<file path="config.mk">
export PLATFORM = sky130hd
export DESIGN_NAME = adder_pipe_vr
export DESIGN_NICKNAME = d
export VERILOG_FILES = /design/src/rtl/adder_pipe_vr.sv
export SDC_FILE = /design/constraint.sdc
export NUM_CORES = 1
export LEC_CHECK = 0
export BUFFER_PORTS_ARGS = -buffer_cell sky130_fd_sc_hd__buf_2
export CORE_UTILIZATION = 25
export CTS_CLUSTER_SIZE = 40
export DETAILED_ROUTE_END_ITERATION = 12
export SLEW_MARGIN = 25
export SYNTH_ARGS = -nofsm -noshare
export SYNTH_HDL_FRONTEND = slang
export SYNTH_SLANG_ARGS = --single-unit
</file>
<file path="constraint.sdc">
create_clock -name clock -period 3.5 [get_ports clock]
set_clock_uncertainty 0.2 [all_clocks]
set_input_delay 0.875 -clock clock [delete_from_list [all_inputs] [get_ports clock]]
set_output_delay 0.875 -clock clock [all_outputs]
set_load 0.01 [all_outputs]
</file>
<file path="src/rtl/adder_pipe_vr.sv">
// Pipelined add/subtract unit with valid/ready handshakes, optional saturation and carry/overflow flags.
// All arithmetic happens on accept; later stages are elastic delay registers whose bubbles collapse.
module adder_pipe_vr #(
  parameter int N      = 8,
  parameter int STAGES = 2,
  parameter int SIGNED = 0
) (
  input  logic         clock,
  input  logic         reset_n,
  input  logic         in_valid,
  output logic         in_ready,
  input  logic [N-1:0] operand1,
  input  logic [N-1:0] operand2,
  input  logic         op_sub,
  input  logic         sat_en,
  output logic         out_valid,
  input  logic         out_ready,
  output logic [N-1:0] result,
  output logic         carry_out,
  output logic         overflow
);

  if (N < 2 || STAGES < 1) begin : g_param_check
    $error("adder_pipe_vr: illegal parameters N=%0d STAGES=%0d", N, STAGES);
  end

  localparam logic signed [N-1:0] SMAX = {1'b0, {(N-1){1'b1}}};
  localparam logic signed [N-1:0] SMIN = {1'b1, {(N-1){1'b0}}};

  // Returns {carry_or_borrow, overflow, wrapped_result}.
  function automatic logic [N+1:0] arith(input logic [N-1:0] a, input logic [N-1:0] b,
                                         input logic sub);
    logic [N:0] raw;
    logic       sovf;
    logic       ovf;
    if (sub) begin
      raw  = {1'b0, a} - {1'b0, b};
      sovf = (a[N-1] != b[N-1]) && (raw[N-1] != a[N-1]);
    end else begin
      raw  = {1'b0, a} + {1'b0, b};
      sovf = (a[N-1] == b[N-1]) && (raw[N-1] != a[N-1]);
    end
    ovf = (SIGNED != 0) ? sovf : raw[N];
    return {raw[N], ovf, raw[N-1:0]};
  endfunction

  // On signed overflow the true result always carries operand1's sign.
  function automatic logic [N-1:0] saturate(input logic [N-1:0] wrapped, input logic [N-1:0] a,
                                            input logic sub, input logic ovf, input logic sat);
    if (!sat || !ovf) return wrapped;
    if (SIGNED != 0) return a[N-1] ? SMIN : SMAX;
    return sub ? '0 : '1;
  endfunction

  logic [N+1:0] arith_p0;
  logic [N-1:0] res_p0;

  assign arith_p0 = arith(operand1, operand2, op_sub);
  assign res_p0   = saturate(arith_p0[N-1:0], operand1, op_sub, arith_p0[N], sat_en);

  logic [STAGES:1] vld_p;
  logic [STAGES:1] carry_p;
  logic [STAGES:1] ovf_p;
  logic [N-1:0]    res_p [1:STAGES];
  logic [STAGES:1] rdy;

  // A stage may load when it is empty or everything downstream can move.
  always_comb begin
    logic downstream_ok;
    rdy           = '0;
    downstream_ok = out_ready;
    for (int k = STAGES; k >= 1; k--) begin
      downstream_ok = downstream_ok || !vld_p[k];
      rdy[k]        = downstream_ok;
    end
  end

  always_ff @(posedge clock or negedge reset_n) begin
    if (!reset_n) begin
      vld_p   <= '0;
      carry_p <= '0;
      ovf_p   <= '0;
      for (int k = 1; k <= STAGES; k++) res_p[k] <= '0;
    end else begin
      // stage 1: computed operands enter
      if (rdy[1]) begin
        vld_p[1]   <= in_valid;
        res_p[1]   <= res_p0;
        carry_p[1] <= arith_p0[N+1];
        ovf_p[1]   <= arith_p0[N];
      end
      // stages 2..STAGES: delay registers
      for (int k = 2; k <= STAGES; k++) begin
        if (rdy[k]) begin
          vld_p[k]   <= vld_p[k-1];
          res_p[k]   <= res_p[k-1];
          carry_p[k] <= carry_p[k-1];
          ovf_p[k]   <= ovf_p[k-1];
        end
      end
    end
  end

  assign in_ready  = rdy[1];
  assign out_valid = vld_p[STAGES];
  assign result    = res_p[STAGES];
  assign carry_out = carry_p[STAGES];
  assign overflow  = ovf_p[STAGES];

endmodule

</file>
After elaboration in Yosys (flattened, before gate mapping)
Cells that the tools add are included.
{"block": "op_classes", "n_reduce_logical": 7, "n_mux": 5, "n_addsub": 2}
{"operator": "$mux W8", "n": 3}
{"operator": "$add A8 B8 Y9", "n": 1}
{"operator": "$mux W9", "n": 1}
{"operator": "$sub A8 B8 Y9", "n": 1}
{"operator": "$logic_not A1 Y1", "n": 4}
{"operator": "$logic_or A1 B1 Y1", "n": 3}
{"operator": "$mux W1", "n": 1}
{"block": "word_totals", "elab_cells": 20, "register_bits": 20}

Logic depth before layout (Yosys ltp)
Gate-level depths: netlist of run 1.
{"block": "depth", "word_depth": 6, "ltp_mapped": 12, "mapped_depth_nobuf": 12}

Least setup slack after synthesis of run 1
No wires, ideal clock.
{"block": "synth_path", "path_kind": "input to register", "start": "in op_sub", "end": "reg res_p[15] in the netlist's numbering", "t_arrival_ns": 2.824, "path_stages": 8, "setup_slack_ns": 0.349, "required_ns": 3.174, "path_buffers": 1, "path_cell_list": "clkbuf_1 -> mux2i_1 -> fa_1 -> a211oi_2 -> nor3_2 -> nor4_2 -> a311oi_2 -> a221o_1"}
{"block": "synth_between", "elab_chain_len": 5, "word_cells_on_any_way": 7, "classes_between": "5 x mux; 2 x reduce/logical"}
{"item": "start, declared", "line_no": "14", "text": "input logic op_sub,"}
{"item": "$mux W9", "line_no": "36", "text": "if (sub) begin"}
{"item": "$logic_not A1 Y1", "line_no": "50", "text": "if (!sat || !ovf) return wrapped;"}
{"item": "$logic_or A1 B1 Y1", "line_no": "50"}
{"item": "$mux W1", "line_no": "50"}
{"item": "$mux W8 *", "line_no": "51", "text": "if (SIGNED != 0) return a[N-1] ? SMIN : SMAX;"}
{"item": "end signal, assigned by index", "line_no": "96", "text": "res_p[k] <= res_p[k-1];"}
{"item": "end, declared", "line_no": "64", "text": "logic [N-1:0] res_p [1:STAGES];"}
Mark *: on every way between the ends. The rest lies on a longest branch, timed or not. The select of a mux whose other input is x is not followed.
A chain may end at the register's enable or synchronous reset.

Worst setup path after layout of run 1
{"block": "layout_path", "start": "in operand2[0]", "end": "reg res_p[13] in the netlist's numbering"}
{"block": "layout_between", "elab_chain_len": 6, "word_cells_on_any_way": 8, "classes_between": "2 x add/sub; 4 x mux; 2 x reduce/logical"}
{"item": "start, declared", "line_no": "13", "text": "input logic [N-1:0] operand2,"}
{"item": "$add A8 B8 Y9 or $sub A8 B8 Y9 (tied branches)", "line_no": "40, 37"}
{"item": "$mux W9 *", "line_no": "36"}
{"item": "$logic_not A1 Y1", "line_no": "50"}
{"item": "$logic_or A1 B1 Y1", "line_no": "50"}
{"item": "$mux W1", "line_no": "50"}
{"item": "$mux W8 *", "line_no": "51"}
Marked as above.

==> results of run 1 <==
[per-layer routing]
metal	wire (um)	GRT usage	part of all wire
met5	0	0	0
met4	71	0.0545	0.024
met3	105	0.0138	0.035
met2	1380	0.162	0.46
met1	1460	0.138	0.48
[worst max-delay path: stages]
cell and delay (ns):
buf_2 0.12, inv_1 0.05, ha_1 0.19, nor2_1 0.06
xnor2_1 0.27, ha_1 0.36, a211oi_2 0.38, nor3_2 0.13
nor4_2 0.30, a311oi_2 0.12, a221o_1 0.32
[per-stage QoR]
stage / setup TNS (ns) / std cells / instance area (um2) / utilization
after CTS: 0 / 248 / 1730 / 0.307
after global placement: 0 / 245 / 1690 / 0.300
after floorplan: 0 / 149 / 1490 / -
after global routing: 0 / 248 / 1730 / 0.307
after detailed placement: -0.00483 / 245 / 1690 / 0.300
final: 0 / 248 / 1730 / 0.307
[worst max path at each step]
stage | end | slack [ns]
2_1_floorplan | res_p[15]$_DFFE_PN0P_ | 0.35
3_3_place_gp | res_p[11]$_DFFE_PN0P_ | 0.03
3_5_place_dp | res_p[13]$_DFFE_PN0P_ | -0.005
4_1_cts | res_p[13]$_DFFE_PN0P_ | 0.27
5_1_grt | res_p[14]$_DFFE_PN0P_ | 0.11
6_report | res_p[13]$_DFFE_PN0P_ | 0.28
[power groups by stage]
stage / sequential (mW) / clock [mW] / combinational [mW]
after global placement: 0.341 / 0 / 0.327
after CTS: 0.339 / 0.151 / 0.332
final: 0.336 / 0.143 / 0.327
after floorplan: 0.332 / 0 / 0.276
after global routing: 0.348 / 0.158 / 0.363
after detailed placement: 0.343 / 0 / 0.330
[cell type report]
class	instances	area [um2]
clock buffers	3	41.3
fillers	586	3910
inverters	7	26.3
multi-input cells	110	886
flip-flops and latches	20	500
well taps	72	90.1
repair buffers	36	188
[cell usage in the layout, fill, tap and decap left out, drive strengths merged, types with 3 or more instances in the layout]
cell	synthesis	layout
a21oi	8	8
a221o	5	5
a31oi	4	4
buf	9	36
clkbuf	3	3
dfrtp	20	20
ha	9	9
inv	7	7
mux2	9	9
nand2	7	7
nand3	3	3
nor2	9	9
nor3	3	3
nor4	4	4
o21a	3	3
o21ai	4	4
xnor2	9	9
xor2	3	3
[flip-flops by register name, indices dropped and copies added, names as in the netlist]
signal   cells
res_p        8
vld_p        2
result       8
carry_p      2
[logic make-up after synthesis]
family / share of synthesized area
fa+ha+maj: 0.0889
flops: 0.336
mux: 0.0747
compound gates: 0.205
xor+xnor: 0.0705
simple gates: 0.155
buf+inv: 0.0705
==> key figures, run 1 <==
Yosys
  • Cell variety after synth: 47
  • Top FF cell, synth: dfrtp_1
  • Mapped cell area: 1490 um2
  • Post-synthesis sequential area ratio: 0.336
  • Synth area leader: dfrtp_1
  • Synth top area share: 0.336
  • Count of warnings emitted by yosys: 0
  • Post-Syn Instances: 149
  • Most common cell in the netlist: dfrtp_1
  • Post-Syn Nets: 181
  • #FFs+latches synth: 20
  • Ys async rst share: 1.00
  • Synth area leaders: dfrtp_1, ha_1, mux2_2, xnor2_1, buf_4
  • Synth Area per Inst: 10.0 um2
  • Number of flops mapped to enable cells by yosys: 0

Timing
  • Fmax: 311 MHz
  • Minimum clock period: 3.22 ns
  • Hold Slack: 0.272 ns
  • Final period utilization: 0.920
  • Final hold violation count: 0
  • Setup violators final: 0
  • Setup repair after global routing missed its margin: false
  • Slew HR: 0.724
  • Worst slew pin tran: between 0.4 and 0.5 ns
  • Slew Viols, Final: 0
  • Setup ws final: 0.282 ns

Place
  • Placer Congestion: 0.789
  • HPWL after DPL: 2530 um
  • Pre-CTS WS: -0.00483 ns
  • IO Port Bufs: 33

Power
  • Gate power share: 0.406
  • Sequential fraction of design power: 0.417
  • Post-layout total power: 0.805 mW
  • Sw frac: 0.330
  • Net switching power: 0.266 mW
  • Clk pwr share: 0.177
  • Max VDD drop: 0.000151 V
  • Int Power: 0.540 mW
  • PwrDens: 465 nW/um2
  • Leak Pwr: 0.752 nW

Global route
  • Largest net degree at the start of global routing: 21
  • GRT Overall Usage: 0.104
  • Antenna violations before repair: 0
  • Vias in the first global route: roughly 1.1k
  • Grt total ovfl: 0
  • First-pass GRT wire length: 5000 um

Clock tree
  • CTS Hold Bufs: 0
  • CTS resizes: 0
  • Root buf cell: clkbuf_8
  • Htree depth: 1
  • CTS Sinks: 20
  • CTS tree: yes
  • CTS buffer count: 3
  • Clock transition at path regs: around 0.070 ns
  • Worst-Skew Late Latency: 0.25 ns
  • Setup bufs post-CTS: 0
  • Clock buffer depth: 2

Detailed routing
  • WL final: 3010 um
  • DR vias/cell: 4.62
  • Via Count: approximately 1.1k
  • # DRC: 0
  • DRT Pass-1 Iters: 4
  • Post-DRT Antenna Nets: 0
  • 1st-iter DRT viols: 28
  • Post-DR wirelength/cell: between 10 and 15 um

Floorplan
  • Chip Width: 79.2 um
  • Core Rows: 27
  • Initial Utilization: 0.264
  • Die Area: 6280 um2
  • Io pins: 34
  • Area of the core: 5640 um2
  • Die height: 79.2 um

Worst hold path
  • Worst hold stages: 1
  • Hold_sp: vld_p[1]$_DFFE_PN0P_
  • HP Class: reg -> reg
  • Hold endpoint: vld_p[2]$_DFFE_PN0P_

Worst setup path
  • CP Data Arrival Time: 3.16 ns
  • Reg2reg setup slack: 1.76 ns
  • Worst reg2reg path depth: 7
  • Worst reg2reg endpoint: res_p[9]$_DFFE_PN0P_
  • Critical Path End Type: register
  • Critical path peak fanout: 5
  • Worst r2r src: vld_p[2]$_DFFE_PN0P_
  • Launch point of the worst path: operand2[0]
  • Critical Path Start Type: primary input
  • Critical Path RT: 3.44 ns
  • WS Path Type: in -> reg

Status
  • Status: finished clean

Final layout
  • Layout Nets: 210
  • Layout cell share with drive strength beyond 1: 0.324
  • # diodes: 0
  • Area Overhead vs Synth: 16.1%

Job
  • Max Cap Viol: 0
Power figures use the tool's default switching activity.
==> run 2: changes to the inputs <==
--- a/config.mk
+++ b/config.mk
@@ -5,6 +5,7 @@
 export SDC_FILE = /design/constraint.sdc
 export NUM_CORES = 1
 export LEC_CHECK = 0
+export ABC_AREA = 1
 export BUFFER_PORTS_ARGS = -buffer_cell sky130_fd_sc_hd__buf_2
 export CORE_UTILIZATION = 25
 export CTS_CLUSTER_SIZE = 40
==> run 2 against run 1 <==
Against the previous run: fmax up 5.2%; sequential share of layout area down 0.39 points; cell count up 27%; synthesized cell count up 42%; final area up 1.4%; critical path depth up 6; largest cell class unchanged; largest power group unchanged.
==> key figures, run 2 <==
Status
  • Status: finished clean

Detailed routing
  • # DRC: 0
  • DRT Pass-1 Iters: 4
  • 1st-iter DRT viols: 76
  • Max layer used: met4
  • Metal2 WL: 1250 um
  • Via Count: between 1k and 1.5k
  • Met3 wire length: 136 um
  • Post-DRT Antenna Nets: 0
  • Post-DR wirelength/cell: 9.21 um
  • DRT met1 WL: 1490 um
  • WL final: just under 3000 um
  • DR vias/cell: roughly 4.0

Yosys
  • Post-synthesis sequential area ratio: 0.330
  • Most common cell in the netlist: nand2_1
  • Post-synth top cells: nand2_1, dfrtp_1, inv_1
  • #FFs+latches synth: 20
  • Mapped cell area: roughly 1500 um2
  • Post-Syn Nets: 244
  • Count of warnings emitted by yosys: 0
  • Synth area leader: dfrtp_1
  • Ys async rst share: 1.00
  • Top FF cell, synth: dfrtp_1
  • Post-Syn Instances: 212
  • Synth top area share: 0.330
  • Synth Area per Inst: 7.15 um2
  • Cell variety after synth: 30
  • Synth area leaders: dfrtp_1, nand2_1, ha_1, inv_1, buf_4
  • Number of flops mapped to enable cells by yosys: 0

Final layout
  • Most common cell after layout, fill and taps aside: nand2_1
  • Layout Nets: about 270
  • Layout cell share with drive strength beyond 1: 0.238
  • Area Overhead vs Synth: 15.8%
  • # diodes: 0
  • # fillers: 656
  • Commonest non-fill, non-tap cells in the layout: nand2_1, buf_2, inv_1, dfrtp_1, nor2_1
  • Layout Cells excl Fill: 314

Worst setup path
  • Critical Path Max Stage Delay: 0.36 ns
  • Critical Path End Type: register
  • CP Data Arrival Time: 3.00 ns
  • Worst r2r src: vld_p[2]$_DFFE_PN0P_
  • CP dominant cell by count: nand2_1
  • Crit path buffers/inverters: 2
  • Reg2reg setup slack: 1.92 ns
  • Worst reg2reg path depth: 6
  • WS Path Type: in -> reg
  • Delay-heaviest family, CP: simple AND/OR/NAND/NOR gates
  • Worst reg2reg endpoint: vld_p[1]$_DFFE_PN0P_
  • Critical Path RT: 3.44 ns
  • Critical Path Start Type: primary input
  • Critical path peak fanout: 8
  • CP max-delay cell: ha_1
  • Stages on the worst setup path: 17
  • Worst path cell trace: buf_2 -> nor3_1 -> nand2_1 -> o21ai_1 -> xnor2_1 -> inv_1 -> ha_1 -> nand2_1 -> nand2_1 -> a21oi_2 -> nand2_2 -> nand2_4 -> nand3_4 -> nand2_1 -> nand2_1 -> nand2_1 -> nand2_1

Global route
  • Largest net degree at the start of global routing: 21
  • GRT Overall Usage: 0.0983
  • Antenna violations before repair: 0
  • First-pass GRT wire length: 5080 um
  • Vias in the first global route: 1,205
  • Grt total ovfl: 0

Power
  • Sequential fraction of design power: 0.422
  • Leak Pwr: 1.01 nW
  • Int Power: 0.478 mW
  • Net switching power: around 0.26 mW
  • Sw frac: 0.356
  • PwrDens: approximately 420 nW/um2
  • Clk pwr share: 0.191
  • Max VDD drop: between 0.00015 and 0.0002 V
  • Gate power share: 0.387

Place
  • IO Port Bufs: 33
  • HPWL after DPL: about 2400 um
  • Placed cell count: 311
  • Placer Congestion: 0.704

Clock tree
  • CTS buffer count: 3
  • CTS Hold Bufs: 0
  • Setup bufs post-CTS: 0
  • CTS tree: yes
  • CTS Sinks: 20
  • Clock transition at path regs: about 0.070 ns
  • Root buf cell: clkbuf_8
  • CTS resizes: 0
  • Htree depth: 1
  • Worst-Skew Late Latency: ~0.25 ns
  • Clock buffer depth: 2

Floorplan
  • Die Area: 6380 um2
  • Io pins: 34
  • Core Rows: 28
  • Chip Width: 79.9 um
  • Die height: 79.9 um
  • Area of the core: a little under 6000 um2
  • Initial Utilization: 0.258

Worst hold path
  • Hold endpoint: vld_p[2]$_DFFE_PN0P_
  • Worst hold stages: 2
  • Hold_sp: vld_p[1]$_DFFE_PN0P_
  • HP Class: reg -> reg

Timing
  • Minimum clock period: approximately 3.1 ns
  • Final TNS setup: 0 ns
  • Fmax: 327 MHz
  • Setup repair after global routing missed its margin: false
  • Worst slew pin tran: roughly 0.43 ns
  • Slew Viols, Final: 0
  • Final hold violation count: 0
  • Slew HR: 0.710
  • Final period utilization: 0.874
  • Setup violators final: 0

Job
  • Max Cap Viol: 0
-- run 2: changes by cell type in the layout (fill, tap and decap cells not counted), sizes merged, moves of 3 or more --
| cell | change |
|---|---|
| a21oi | -6 |
| a221o | -5 |
| a31oi | -4 |
| inv | +16 |
| mux2 | -9 |
| nand2 | +95 |
| nand3 | +7 |
| nor2 | +4 |
| nor4 | -4 |
| o21a | -3 |
| xnor2 | -6 |
| xor2 | +3 |
-- run 2: through the flow --
step | worst slack (ns) | hold slack (ns) | cell area (um2) | util | total power, mW
floorplan | 0.541 | 0.223 | 1520 | - | 0.554
global placement | 0.151 | 0.233 | 1710 | 0.291 | 0.604
detailed placement | 0.152 | 0.240 | 1710 | 0.291 | 0.608
CTS | 0.415 | 0.257 | 1760 | 0.298 | 0.756
global route | 0.159 | 0.269 | 1760 | 0.298 | 0.819
finish | 0.441 | 0.250 | 1760 | 0.298 | 0.743
-- run 2: layer usage --
layer / vias up / track usage
met5: - / 0
met4: 0 / 0.0375
met3: 2 / 0.0103
met2: 30 / 0.163
met1: 531 / 0.130
li1: 697 / -
-- run 2: power by group through the flow --
stage	registers [mW]	logic (mW)	clock network, mW
global placement	0.317	0.287	0
floorplan	0.315	0.238	0
detailed placement	0.319	0.289	0
finish	0.314	0.287	0.142
global route	0.321	0.335	0.163
CTS	0.315	0.291	0.150
-- run 2: how the worst max path moves through the flow --
stage / slack [ns] / to / from
2_1_floorplan: 0.54 / res_p[9]$_DFFE_PN0P_ / operand2[1]
3_3_place_gp: 0.15 / res_p[8]$_DFFE_PN0P_ / operand2[2]
3_5_place_dp: 0.15 / res_p[12]$_DFFE_PN0P_ / operand2[2]
4_1_cts: 0.41 / res_p[12]$_DFFE_PN0P_ / operand2[2]
5_1_grt: 0.16 / res_p[8]$_DFFE_PN0P_ / operand2[2]
6_report: 0.44 / res_p[12]$_DFFE_PN0P_ / operand2[2]
-- run 2: cells by family (layout without fill, tap and decap cells) --
group / count (synthesis) / in the layout / share of synthesized area
flops: 20 / 20 / 0.330
compound gates: 9 / 9 / 0.0429
xor+xnor: 9 / 9 / 0.0520
buf+inv: 34 / 61 / 0.107
fa+ha+maj: 10 / 10 / 0.0875
simple gates: 130 / 130 / 0.380
-- run 2: layout make-up --
cell class | instances | area, um2 | area share
Clock buffer | 3 | 41.3 | 0.0235
Inverter | 23 | 86.3 | 0.0492
Multi-Input combinational cell | 158 | 853 | 0.486
Sequential cell | 20 | 500 | 0.285
Tap cell | 75 | 93.8 | 0.0535
Timing Repair Buffer | 35 | 180 | 0.103
-- run 2: tightest hold or removal path, delay by kind of cell, from the launching register on --
kind | cells | cell delay [ns]
buffers and inverters | 1 | 0.04
AND/OR/NAND/NOR | 1 | 0.05
flip-flops | 1 | 0.33
==> run 3: changes to the inputs <==
--- a/config.mk
+++ b/config.mk
@@ -7,9 +7,11 @@
 export LEC_CHECK = 0
 export ABC_AREA = 1
 export BUFFER_PORTS_ARGS = -buffer_cell sky130_fd_sc_hd__buf_2
+export CORE_MARGIN = 1.5
 export CORE_UTILIZATION = 25
-export CTS_CLUSTER_SIZE = 40
+export CTS_CLUSTER_SIZE = 20
 export DETAILED_ROUTE_END_ITERATION = 12
+export MAX_ROUTING_LAYER = met4
 export SLEW_MARGIN = 25
 export SYNTH_ARGS = -nofsm -noshare
 export SYNTH_HDL_FRONTEND = slang
==> run 3 against run 2 <==
Against the previous run: combinational power about the same; core utilization increased by 0.13 points; largest cell class unchanged; cell count grew 0.32%; clock-buffer cell count is the same; sequential cell count unchanged; final area increased by 0.43%; via count shrank 0.40%; die area up 2.5%; first-iteration DRC count is 41% lower; largest power group unchanged.
==> key figures, run 3 (synthesis gave the netlist of run 2 again) <==
Global route
  • Vias in the first global route: 1,152
  • First-pass GRT wire length: 4900 um
  • Antenna violations before repair: 0
  • Grt total ovfl: 0
  • Largest net degree at the start of global routing: 21
  • GRT Overall Usage: 0.0968

Floorplan
  • Die height: between 80 and 90 um
  • Die Area: 6540 um2
  • Core Rows: 28
  • Area of the core: 5890 um2
  • Chip Width: between 80 and 90 um
  • Io pins: 34
  • Initial Utilization: 0.258

Timing
  • Worst slew pin tran: ~0.43 ns
  • Slew HR: 0.710
  • Final hold violation count: 0
  • Setup violators final: 0
  • Setup repair after global routing missed its margin: false
  • Fmax: approximately 330 MHz
  • Setup ws final: 0.461 ns
  • Final period utilization: 0.868
  • Final TNS setup: 0 ns
  • Slew Viols, Final: 0
  • Minimum clock period: 3.04 ns

Final layout
  • # diodes: 0
  • Layout cell share with drive strength beyond 1: 0.242
  • Commonest non-fill, non-tap cells in the layout: nand2_1, buf_2, inv_1, dfrtp_1, nor2_1
  • Layout Nets: about 270
  • Most common cell after layout, fill and taps aside: nand2_1
  • Area Overhead vs Synth: 16.3%

Power
  • Max VDD drop: 0.000192 V
  • Post-layout total power: 0.742 mW
  • PwrDens: 421 nW/um2
  • Leak Pwr: ~1.0 nW

Clock tree
  • Clock buffer depth: 2
  • CTS resizes: 0
  • Htree depth: 1
  • CTS Hold Bufs: 0
  • Clock transition at path regs: approximately 0.060 ns
  • CTS tree: yes
  • CTS buffer count: 3
  • Worst-Skew Late Latency: 0.25 ns
  • Setup bufs post-CTS: 0
  • Root buf cell: clkbuf_8
  • CTS Sinks: 20

Worst setup path
  • CP Data Arrival Time: 2.98 ns
  • Critical path peak fanout: 8
  • Critical Path End Type: register
  • WS Path Type: in -> reg
  • Critical Path Start Type: primary input
  • Critical Path RT: 3.45 ns

Place
  • HPWL after DPL: about 2400 um
  • Pre-CTS WS: 0.159 ns
  • Placer Congestion: 0.751
  • IO Port Bufs: 33

Detailed routing
  • Post-DR wirelength/cell: 9.15 um
  • DRT Pass-1 Iters: 4
  • 1st-iter DRT viols: 45
  • Post-DRT Antenna Nets: 0
  • # DRC: 0
  • Via Count: 1,255
  • WL final: 2880 um
  • DR vias/cell: approximately 4

Worst hold path
  • HP Class: reg -> reg

Status
  • Status: finished clean

Job
  • Max Cap Viol: 0
run 3: cell count changes in the layout (fill, tap and decap cells not counted):
cell,delta
buf_4,+1
run 3: cell type report:
| class | instances | area, um2 |
|---|---|---|
| tap | 75 | 93.8 |
| sequential | 20 | 500 |
| inverter | 23 | 86.3 |
| fill | 639 | 4120 |
| timing repair buffer | 36 | 188 |
| clock buffer | 3 | 41.3 |
| multi-input combinational | 158 | 853 |
run 3: worst paths after layout:
path / start / endpoint / slack, ns / cells after the start
worst max-delay path: operand2[1] / res_p[12]$_DFFE_PN0P_ / 0.46 / 17
worst min-delay path: vld_p[1]$_DFFE_PN0P_ / vld_p[2]$_DFFE_PN0P_ / 0.25 / 2
worst max register to register: vld_p[2]$_DFFE_PN0P_ / vld_p[1]$_DFFE_PN0P_ / 1.92 / 6
worst min register to register: vld_p[1]$_DFFE_PN0P_ / vld_p[2]$_DFFE_PN0P_ / 0.25 / 2
max in group asynchronous: reset_n / result[2]$_DFFE_PN0P_ / 2.44 / 1
min in group asynchronous: reset_n / result[7]$_DFFE_PN0P_ / 0.36 / 1
run 3: layer usage:
metal,vias up,routed length (um),GRT usage
met4,0,19,0.0362
li1,700,-,-
met5,-,0,-
met1,525,1470,0.123
met3,2,115,0.0101
met2,28,1280,0.158
run 3: worst max-delay path: stages:
cell	delay, ns
buf_2	0.10
inv_1	0.07
ha_1	0.20
nand2_2	0.11
o31ai_1	0.26
xor2_1	0.20
ha_1	0.30
nand2_2	0.11
inv_1	0.05
a21oi_2	0.17
nand2_2	0.08
nand2_4	0.09
nand3_4	0.12
nand2_1	0.09
nand2_1	0.06
nand2_1	0.06
nand2_1	0.04
run 3: metrics by stage:
stage	util	cell area [um2]	hold slack (ns)	std cells
finish	0.300	1760	0.250	315
CTS	0.300	1760	0.252	315
global placement	0.293	1720	0.236	312
floorplan	-	1520	0.223	212
global route	0.300	1760	0.282	315
detailed placement	0.293	1720	0.236	312
run 3: power by group:
part	leakage [nW]	internal [mW]	switching, mW
logic	0.749	0.115	0.172
registers	0.242	0.287	0.0257
clock network	0.0216	0.0764	0.0655
